## config.mk

```make
export PLATFORM = sky130hd
export DESIGN_NAME = mem_monitor
export DESIGN_NICKNAME = d
export VERILOG_FILES = /design/src/rtl/mem_monitor.sv
export SDC_FILE = /design/constraint.sdc
export NUM_CORES = 1
export LEC_CHECK = 0
export BUFFER_PORTS_ARGS = -buffer_cell sky130_fd_sc_hd__buf_2
export CAP_MARGIN = 20
export CORE_UTILIZATION = 50
export DETAILED_ROUTE_END_ITERATION = 12
export GPL_ROUTABILITY_DRIVEN = 0
export GPL_TIMING_DRIVEN = 1
export PLACE_DENSITY_LB_ADDON = 0.08
export REMOVE_ABC_BUFFERS = 1
export SLEW_MARGIN = 40
export SYNTH_ARGS = -nofsm -noshare
export SYNTH_HDL_FRONTEND = slang
export SYNTH_SLANG_ARGS = --single-unit
```

## constraint.sdc

```tcl
create_clock -name i_clk -period 2.85 [get_ports i_clk]
set_clock_uncertainty 0.15 [all_clocks]
set_input_delay 0.1425 -clock i_clk [delete_from_list [all_inputs] [get_ports i_clk]]
set_output_delay 0.1425 -clock i_clk [all_outputs]
set_load 0.01 [all_outputs]
```

## src/rtl/mem_monitor.sv

```systemverilog
// Read-only memory window scanner: reads via a second RAM port and shows each word on four 7-seg digits.
// Word appears RD_LAT+1 cycles after rd_en; optional MON_SKIP_ZERO_EN skips zero words in auto scan.
module mem_monitor #(
   parameter int BW     = 16,
   parameter int AW     = 9,
   parameter int HOLD   = 1000000,
   parameter int RD_LAT = 1
) (
   input  logic          i_clk,
   input  logic          i_rstn,
   input  logic          i_en,
   input  logic          i_auto,
   input  logic          i_step,
   input  logic [AW-1:0] i_start_addr,
   input  logic [AW-1:0] i_end_addr,
   output logic [AW-1:0] o_rd_addr,
   output logic          o_rd_en,
   input  logic [BW-1:0] i_rd_data,
   output logic [AW-1:0] o_cur_addr,
   output logic [BW-1:0] o_word,
   output logic          o_valid,
   output logic [6:0]    o_hex0,
   output logic [6:0]    o_hex1,
   output logic [6:0]    o_hex2,
   output logic [6:0]    o_hex3
);

   localparam int HW = $clog2(HOLD);

   typedef enum logic [1:0] {S_IDLE, S_ISSUE, S_WAIT, S_SHOW} state_t;

   state_t        r_state;
   state_t        w_next;
   logic [AW-1:0] r_cur_addr;
   logic [AW-1:0] r_rd_addr;
   logic [BW-1:0] r_word;
   logic          r_valid;
   logic [6:0]    r_hex0, r_hex1, r_hex2, r_hex3;
   logic [HW-1:0] r_hold_cnt;
   logic [1:0]    r_wait_cnt;
   logic [AW-1:0] w_adv_addr;
   logic          w_lat_done;
   logic          w_expire;
   logic          w_skip;
   logic          w_advance;

   function automatic logic [6:0] seg7(input logic [3:0] d);
      case (d)
         4'h0: seg7 = 7'h40;  4'h1: seg7 = 7'h79;  4'h2: seg7 = 7'h24;  4'h3: seg7 = 7'h30;
         4'h4: seg7 = 7'h19;  4'h5: seg7 = 7'h12;  4'h6: seg7 = 7'h02;  4'h7: seg7 = 7'h78;
         4'h8: seg7 = 7'h00;  4'h9: seg7 = 7'h10;  4'hA: seg7 = 7'h08;  4'hB: seg7 = 7'h03;
         4'hC: seg7 = 7'h46;  4'hD: seg7 = 7'h21;  4'hE: seg7 = 7'h06;  default: seg7 = 7'h0E;
      endcase
   endfunction

   // Window bounds are sampled live, so edits land on the next advance.
   assign w_adv_addr = (r_cur_addr == i_end_addr) ? i_start_addr : r_cur_addr + AW'(1);
   assign w_lat_done = (r_wait_cnt == 2'(RD_LAT - 1));
   assign w_expire   = i_auto && (r_hold_cnt == HW'(HOLD - 1));

`ifdef MON_SKIP_ZERO_EN
   logic [AW:0] r_skip_cnt;
   logic [AW:0] w_win_len;

   // Once a full window of zeros has been skipped, the next zero is held so the display never free-runs.
   assign w_win_len = {1'b0, i_end_addr - i_start_addr} + (AW+1)'(1);
   assign w_skip    = i_auto && (r_word == '0) && (r_skip_cnt < w_win_len);

   always_ff @(posedge i_clk) begin
      if (i_rstn) begin
         r_skip_cnt <= '0;
      end else if (i_en && r_state == S_WAIT && w_lat_done && i_rd_data != '0) begin
         r_skip_cnt <= '0;
      end else if (w_advance) begin
         r_skip_cnt <= w_skip ? r_skip_cnt + (AW+1)'(1) : '0;
      end
   end
`else
   assign w_skip = 1'b0;
`endif

   always_comb begin
      w_next    = r_state;
      w_advance = 1'b0;
      case (r_state)
         S_IDLE:  if (i_en) w_next = S_ISSUE;
         S_ISSUE: w_next = S_WAIT;
         S_WAIT:  if (w_lat_done) w_next = S_SHOW;
         S_SHOW: begin
            if (i_step || w_expire || w_skip) begin
               w_advance = 1'b1;
               w_next    = S_ISSUE;
            end
         end
         default: w_next = S_IDLE;
      endcase
      if (!i_en) begin
         w_next    = S_IDLE;
         w_advance = 1'b0;
      end
   end

   always_ff @(posedge i_clk) begin
      if (i_rstn) begin
         r_state    <= S_IDLE;
         r_cur_addr <= '0;
         r_rd_addr  <= '0;
         r_word     <= '0;
         r_valid    <= 1'b0;
         r_hex0     <= 7'h7F;
         r_hex1     <= 7'h7F;
         r_hex2     <= 7'h7F;
         r_hex3     <= 7'h7F;
         r_hold_cnt <= '0;
         r_wait_cnt <= '0;
      end else begin
         r_state <= w_next;
         if (!i_en) begin
            r_valid <= 1'b0;
         end else begin
            case (r_state)
               S_IDLE: begin
                  r_cur_addr <= i_start_addr;
                  r_rd_addr  <= i_start_addr;
               end
               S_ISSUE: r_wait_cnt <= '0;
               S_WAIT: begin
                  if (w_lat_done) begin
                     r_word     <= i_rd_data;
                     r_hex0     <= seg7(i_rd_data[3:0]);
                     r_hex1     <= seg7(i_rd_data[7:4]);
                     r_hex2     <= seg7(i_rd_data[11:8]);
                     r_hex3     <= seg7(i_rd_data[15:12]);
                     r_valid    <= 1'b1;
                     r_hold_cnt <= '0;
                  end else begin
                     r_wait_cnt <= r_wait_cnt + 2'd1;
                  end
               end
               S_SHOW: begin
                  if (w_advance) begin
                     r_cur_addr <= w_adv_addr;
                     r_rd_addr  <= w_adv_addr;
                     r_valid    <= 1'b0;
                  end else begin
                     r_hold_cnt <= r_hold_cnt + HW'(1);
                  end
               end
               default: ;
            endcase
         end
      end
   end

   assign o_rd_en    = (r_state == S_ISSUE);
   assign o_rd_addr  = r_rd_addr;
   assign o_cur_addr = r_cur_addr;
   assign o_word     = r_word;
   assign o_valid    = r_valid;
   assign o_hex0     = r_hex0;
   assign o_hex1     = r_hex1;
   assign o_hex2     = r_hex2;
   assign o_hex3     = r_hex3;

endmodule

```

After elaboration in Yosys (flattened, before gate mapping)
Memories as Yosys holds them, arrays and structs flattened. A register that Yosys moved wholly into a read port is not among the register bits.
Index checks and enable logic that the tools add are counted.

storage, ports and cells
  memories kept = 4
  bits of input ports = 39
  output and inout port bits = 64
  word-level logic and storage cells = 55
  ROM bits = 448
  bits in registers = 50

memories
  memory            words  bits a word  rd ports  clocked after Yosys merged registers in  write ports  line  RTL
  (name not given)  16     7            1         1                                        0            48    case (d)
  (name not given)  16     7            1         1                                        0            48
  (name not given)  16     7            1         1                                        0            48
  (name not given)  16     7            1         1                                        0            48

cells by class
  multiplexer cells = 17
  reduce and logical (&&, ||, !) cells = 14
  equal/unequal tests = 10
  add/sub/neg operators = 3
  bitwise gates (word level) = 1

operator list
  cell                   number
  $mux 20                2
  $pmux 20 s2            1
  $add 20x1->20 const B  1
  $eq 20x20->1 const B   1
  $mux 9                 2
  $pmux 9 s2             1
  $reduce_and 3->1       4
  $ne 2x2->1 const B     5
  $add 9x1->9 const B    1
  $eq 9x9->1             1
  $pmux 2 s4             1
  $mux 2                 3
  $reduce_bool 2->1      3
  $mux 1                 5
  $eq 2x2->1 const B     2
  $logic_not 2->1        2
  $pmux 2 s2             1
  $reduce_and 4->1       1
  $add 2x1->2 const B    1
  $eq 2x1->1 const B     1
  $pmux 1 s2             1
  $reduce_and 2->1       1
  $reduce_or 2->1        1
  $logic_and 1x1->1      1
  2 further kinds        2

Depth between registers and ports, before layout
  word-level depth = 8
  gate-level depth with buffers = 8
  depth with buffers taken out = 7

Worst setup path after synthesis
No wires, ideal clock.

  path type = reg2reg
  start point = reg r_state[0]
  end point = reg r_hold_cnt[17]
  required time = 2.630 ns
  slack = 0.645 ns
  cell stages (with the launch flop) = 8
  buffers on the path = 0
  clock period less this slack = 2.205 ns
  arrival = 1.985 ns
  library setup time = 0.070 ns
  path through = dfxtp_1 -> inv_1 -> ha_1 -> nand2b_1 -> nand2_1 -> a211oi_2 -> or4b_1 -> a21oi_1

between the ends
  cells in the longest elaborated chain, start to end = 5
  elaborated cells between the ends (all ways) = 9
  those cells by class = eq/ne (4); mux (3); reduce/logical (2)

RTL lines
  what                               line     RTL
  start: declaration                 32       state_t r_state;
  start signal: assignment           117      r_state <= w_next;
  $eq 2x2->1                         85, 121
  $mux 1                             85       case (r_state)
  $mux 1                             97       if (!i_en) begin
  $ne 2x2->1 (no source line)        -
  $reduce_and 4->1 (no source line)  -
  end signal: assignment             146      r_hold_cnt <= r_hold_cnt + HW'(1);
  end: declaration                   39       logic [HW-1:0] r_hold_cnt;

Several ways; a longest one is shown, not always the timed one.
A chain may end at the register's enable or synchronous reset.

Worst setup path after layout
  start point = reg r_hold_cnt[0]
  end point = reg r_rd_addr[0] (netlist: o_rd_addr[0])

between the ends
  cells in the longest elaborated chain, start to end = 8

RTL lines
  what                               line  RTL
  $eq 20x20->1                       59    assign w_expire = i_auto && (r_hold_cnt == HW'(HOLD - 1));
  $logic_and 1x1->1                  59
  $logic_or 1x1->1                   90    if (i_step || w_expire || w_skip) begin
  $mux 1                             90
  $mux 1                             85
  $mux 1                             97
  $ne 2x2->1 (no source line)        -
  $reduce_and 3->1 (no source line)  -
  end signal: assignment             124   r_rd_addr <= i_start_addr;
  end signal: assignment             143   r_rd_addr <= w_adv_addr;
  end: declaration                   35    logic [AW-1:0] r_rd_addr;

No other way between the ends.

==> results.md <==
* Setup WS post-layout at 0.380 ns
* Status: finished clean
* Crit Path Category: reg2reg
* Fmax achieved at 0.405 GHz
* Buffers on Ports at 102
* Largest net degree at the start of global routing at 49
* Vias in the first global route at 4400
* Max-slew violations at 0
* Main area contributors after synthesis: dfxtp_1, ha_1, nand2_1
* Pwr Density at 419 nW/um^2
* DP Area at 5280 um^2
* # rows at 35
* Congestion Overflow GR at 0
* Clock root cell: clkbuf_8
* Commonest cells post-synth: nand2_1, dfxtp_1, a21oi_1, nor2_1, ha_1
* First-pass GRT wire length at 20.5 mm
* Post-CTS Resized at 0
* P_int at 1.75 mW
* Leakage at 2.29 nW
* DR iter-0 viols at 229
* CP startpoint: r_hold_cnt[0]
* Net Sw Frac at 26.2%
* Pre-CTS WS at 0.430 ns
* CP max FO at 21
* Data arrival time of the critical path at 2.59 ns
* Clock-pin transition on the worst setup and hold timing paths at 0.08 ns
* Setup violators final at 0
* Total Wirelength at 12.3 mm
* Yosys top cell by area: dfxtp_1
* Crit path buf inv count at 0
* Crit path required time at 2.97 ns
* TritonCTS clock tree: yes
* Logic pwr share at 13.8%
* Worst r2r src: r_hold_cnt[0]
* Initial Utilization at 51.4%
* Core ar. at 9200 um^2
* Post-route ant nets at 0
* Seq pwr share at 47.9%
* Top delay family on crit path: simple AND/OR/NAND/NOR gates
* Dpl hpwl at 8.27 mm
* Final hold violations at 0
* Die area at 9850 um^2
* Reg-to-reg slack, setup at 0.38 ns
* Worst path max stage delay at 0.60 ns
* Maximum buffer depth of the clock tree at 2
* Initial antenna violation count at 0
* Max-cap violation count at 0
* Dominant synthesized flop cell: dfxtp_1
* Peak supply drop at 0.239 mV
* Clk Latency, worst-skew pair at 0.35 ns
* All-Layer GR Usage at 25.5%
* Hold_sp: i_rd_data[3]
* Top-Level Pins at 103
* Syn Std Cell Area at 4730 um^2
* RSZ-0062 raised after global routing: no
* Period minus WS final at 2.47 ns
* DRT Pass-1 Iters at 4
* P_sw at 0.622 mW
* Worst Setup End Kind: register
* Asr flop ratio synth at 0%
* Final nets at 754
* Worst path slowest cell: a21o_1
* Top-area cell type share of the netlist area at 33.0%
* Yosys warns at 0
* Reg2reg end: o_rd_addr[0]
* DRC errors left at 0
* Synth cell types at 55
* Gate Count Post-Synth at 585
* Final worst path period share at 86.7%
* Layout cell share with drive strength beyond 1 at 22.5%
* Measured slew at the worst slew-check pin at 0.642 ns
* R2R depth at 6
* Avg Synthesized Cell Area at 8.08 um^2
* FF+latch count, synth at 78
* Via count at 4617
* Vias/cell at 5.78
* Drt wl/cell at 15.4 um
* Hold Path Depth at 3
* Clock network power share at 38.3%
* Setup_tns at 0 ns
* Die width at 99.3 um
* H-tree depth at 3
* Die Height at 99.3 um
* Post-synth EDFFs at 0
* Relative slew slack at 57.2%
* Power Total at 2.37 mW
* Crit-path cells: ha_1 > nand3_1 > nor4_4 > a21o_1 > nand4_1 > a31oi_1
* # diodes at 0
* Count leader, synth: nand2_1
* Layout area overhead at 19.8%
* Worst setup SP type: register
* Clock buffer count from CTS at 9
* Hold Crit Class: in2reg
* Hold EP: o_word[3]
* Seq/Total Area, Yosys at 33.0%
* Design area at 5660 um^2
* Clk sink count at 78
==> stage by stage <==
stage	util, %	hold WS (ns)	std cells
2_1_floorplan	-	0.0616	540
3_3_place_gp	57.4	0.290	766
3_5_place_dp	57.4	0.293	766
4_1_cts	61.6	0.0201	799
5_1_grt	61.6	0.0515	799
6_report	61.6	0.0332	799
==> kinds of logic (layout without fill, tap and decap cells) <==
| group | Yosys count | in the layout | share of synthesized area [%] |
|---|---|---|---|
| AO/OA/AOI/OAI | 147 | 147 | 20.8 |
| XOR/XNOR | 9 | 9 | 1.67 |
| adder cells (fa/ha/maj) | 32 | 32 | 8.47 |
| buffers and inverters | 72 | 175 | 6.51 |
| flip-flops | 78 | 78 | 33.0 |
| multiplexers | 22 | 22 | 5.64 |
| AND/OR/NAND/NOR | 225 | 225 | 23.9 |
==> cell type report <==
cell class / count / area (um^2)
clock buffers: 13 / 179
clock inverters: 3 / 40.0
fillers: 834 / 3530
inverters: 27 / 101
multi-input cells: 435 / 2870
flip-flops and latches: 78 / 1560
well taps: 111 / 139
repair buffers: 132 / 778
==> flip-flops by register name (all words and copies together), names as in the netlist <==
signal	flops
o_word	16
o_valid	1
r_hold_cnt	20
o_hex0	7
o_hex1	7
r_wait_cnt	2
o_rd_addr	9
o_hex3	7
o_hex2	7
r_state	2
==> tightest hold or removal path, stage by stage <==
cell and delay, ns:
buf_2 0.19, nand2_1 0.09, a21oi_1 0.05
==> routing by layer <==
metal	part of all wire, %	up-vias	global-route usage, %
li1	-	2317	-
met3	4.6	12	3.72
met5	0	-	0
met4	1.3	0	10.9
met2	48	113	42.4
met1	46	2175	33.0
==> power groups by stage <==
stage	clock network, mW	logic (mW)	registers (mW)
2_1_floorplan	0	0.153	1.17
3_3_place_gp	0	0.302	1.16
3_5_place_dp	0	0.306	1.16
4_1_cts	0.933	0.325	1.14
5_1_grt	0.976	0.365	1.14
6_report	0.909	0.327	1.14
==> placed cells by master, fill, tap and decap left out, types with 3 or more instances in the layout <==
cell type	n
buf_2	102
nand2_1	80
dfxtp_1	78
a21oi_1	38
nor2_1	38
ha_1	32
o21ai_0	29
inv_1	27
nand4_1	26
nand3_1	23
dlygate4sd3_1	17
o211ai_1	16
nor2b_1	14
clkbuf_8	13
buf_4	13
mux2i_1	12
a211oi_1	12
a311oi_1	9
xnor2_1	9
nor3_1	8
mux2_2	7
nand2b_1	7
o32ai_1	6
a31oi_1	6
a22oi_1	5
nor4_1	5
o2111ai_1	4
and3_1	3
or3_1	3
a41oi_1	3
or4_1	3
or2_2	3
mux4_2	3
a221oi_1	3
a32oi_1	3
==> worst max path at each step <==
stage | to | slack [ns] | depth (start not counted)
6_report | o_rd_addr[0] | 0.38 | 6
5_1_grt | o_rd_addr[1] | 0.16 | 6
4_1_cts | o_rd_addr[0] | 0.39 | 6
3_5_place_dp | o_rd_addr[1] | 0.43 | 6
3_3_place_gp | r_hold_cnt[10] | 0.51 | 6
2_1_floorplan | o_hex3[2] | 0.43 | 5
==> timing repair <==
action	4_1_cts	5_1_grt
hold endpoints to repair	18	0
setup buffers	0	0
hold buffers	17	0
Note: power is estimated with default switching activity, not from simulation.
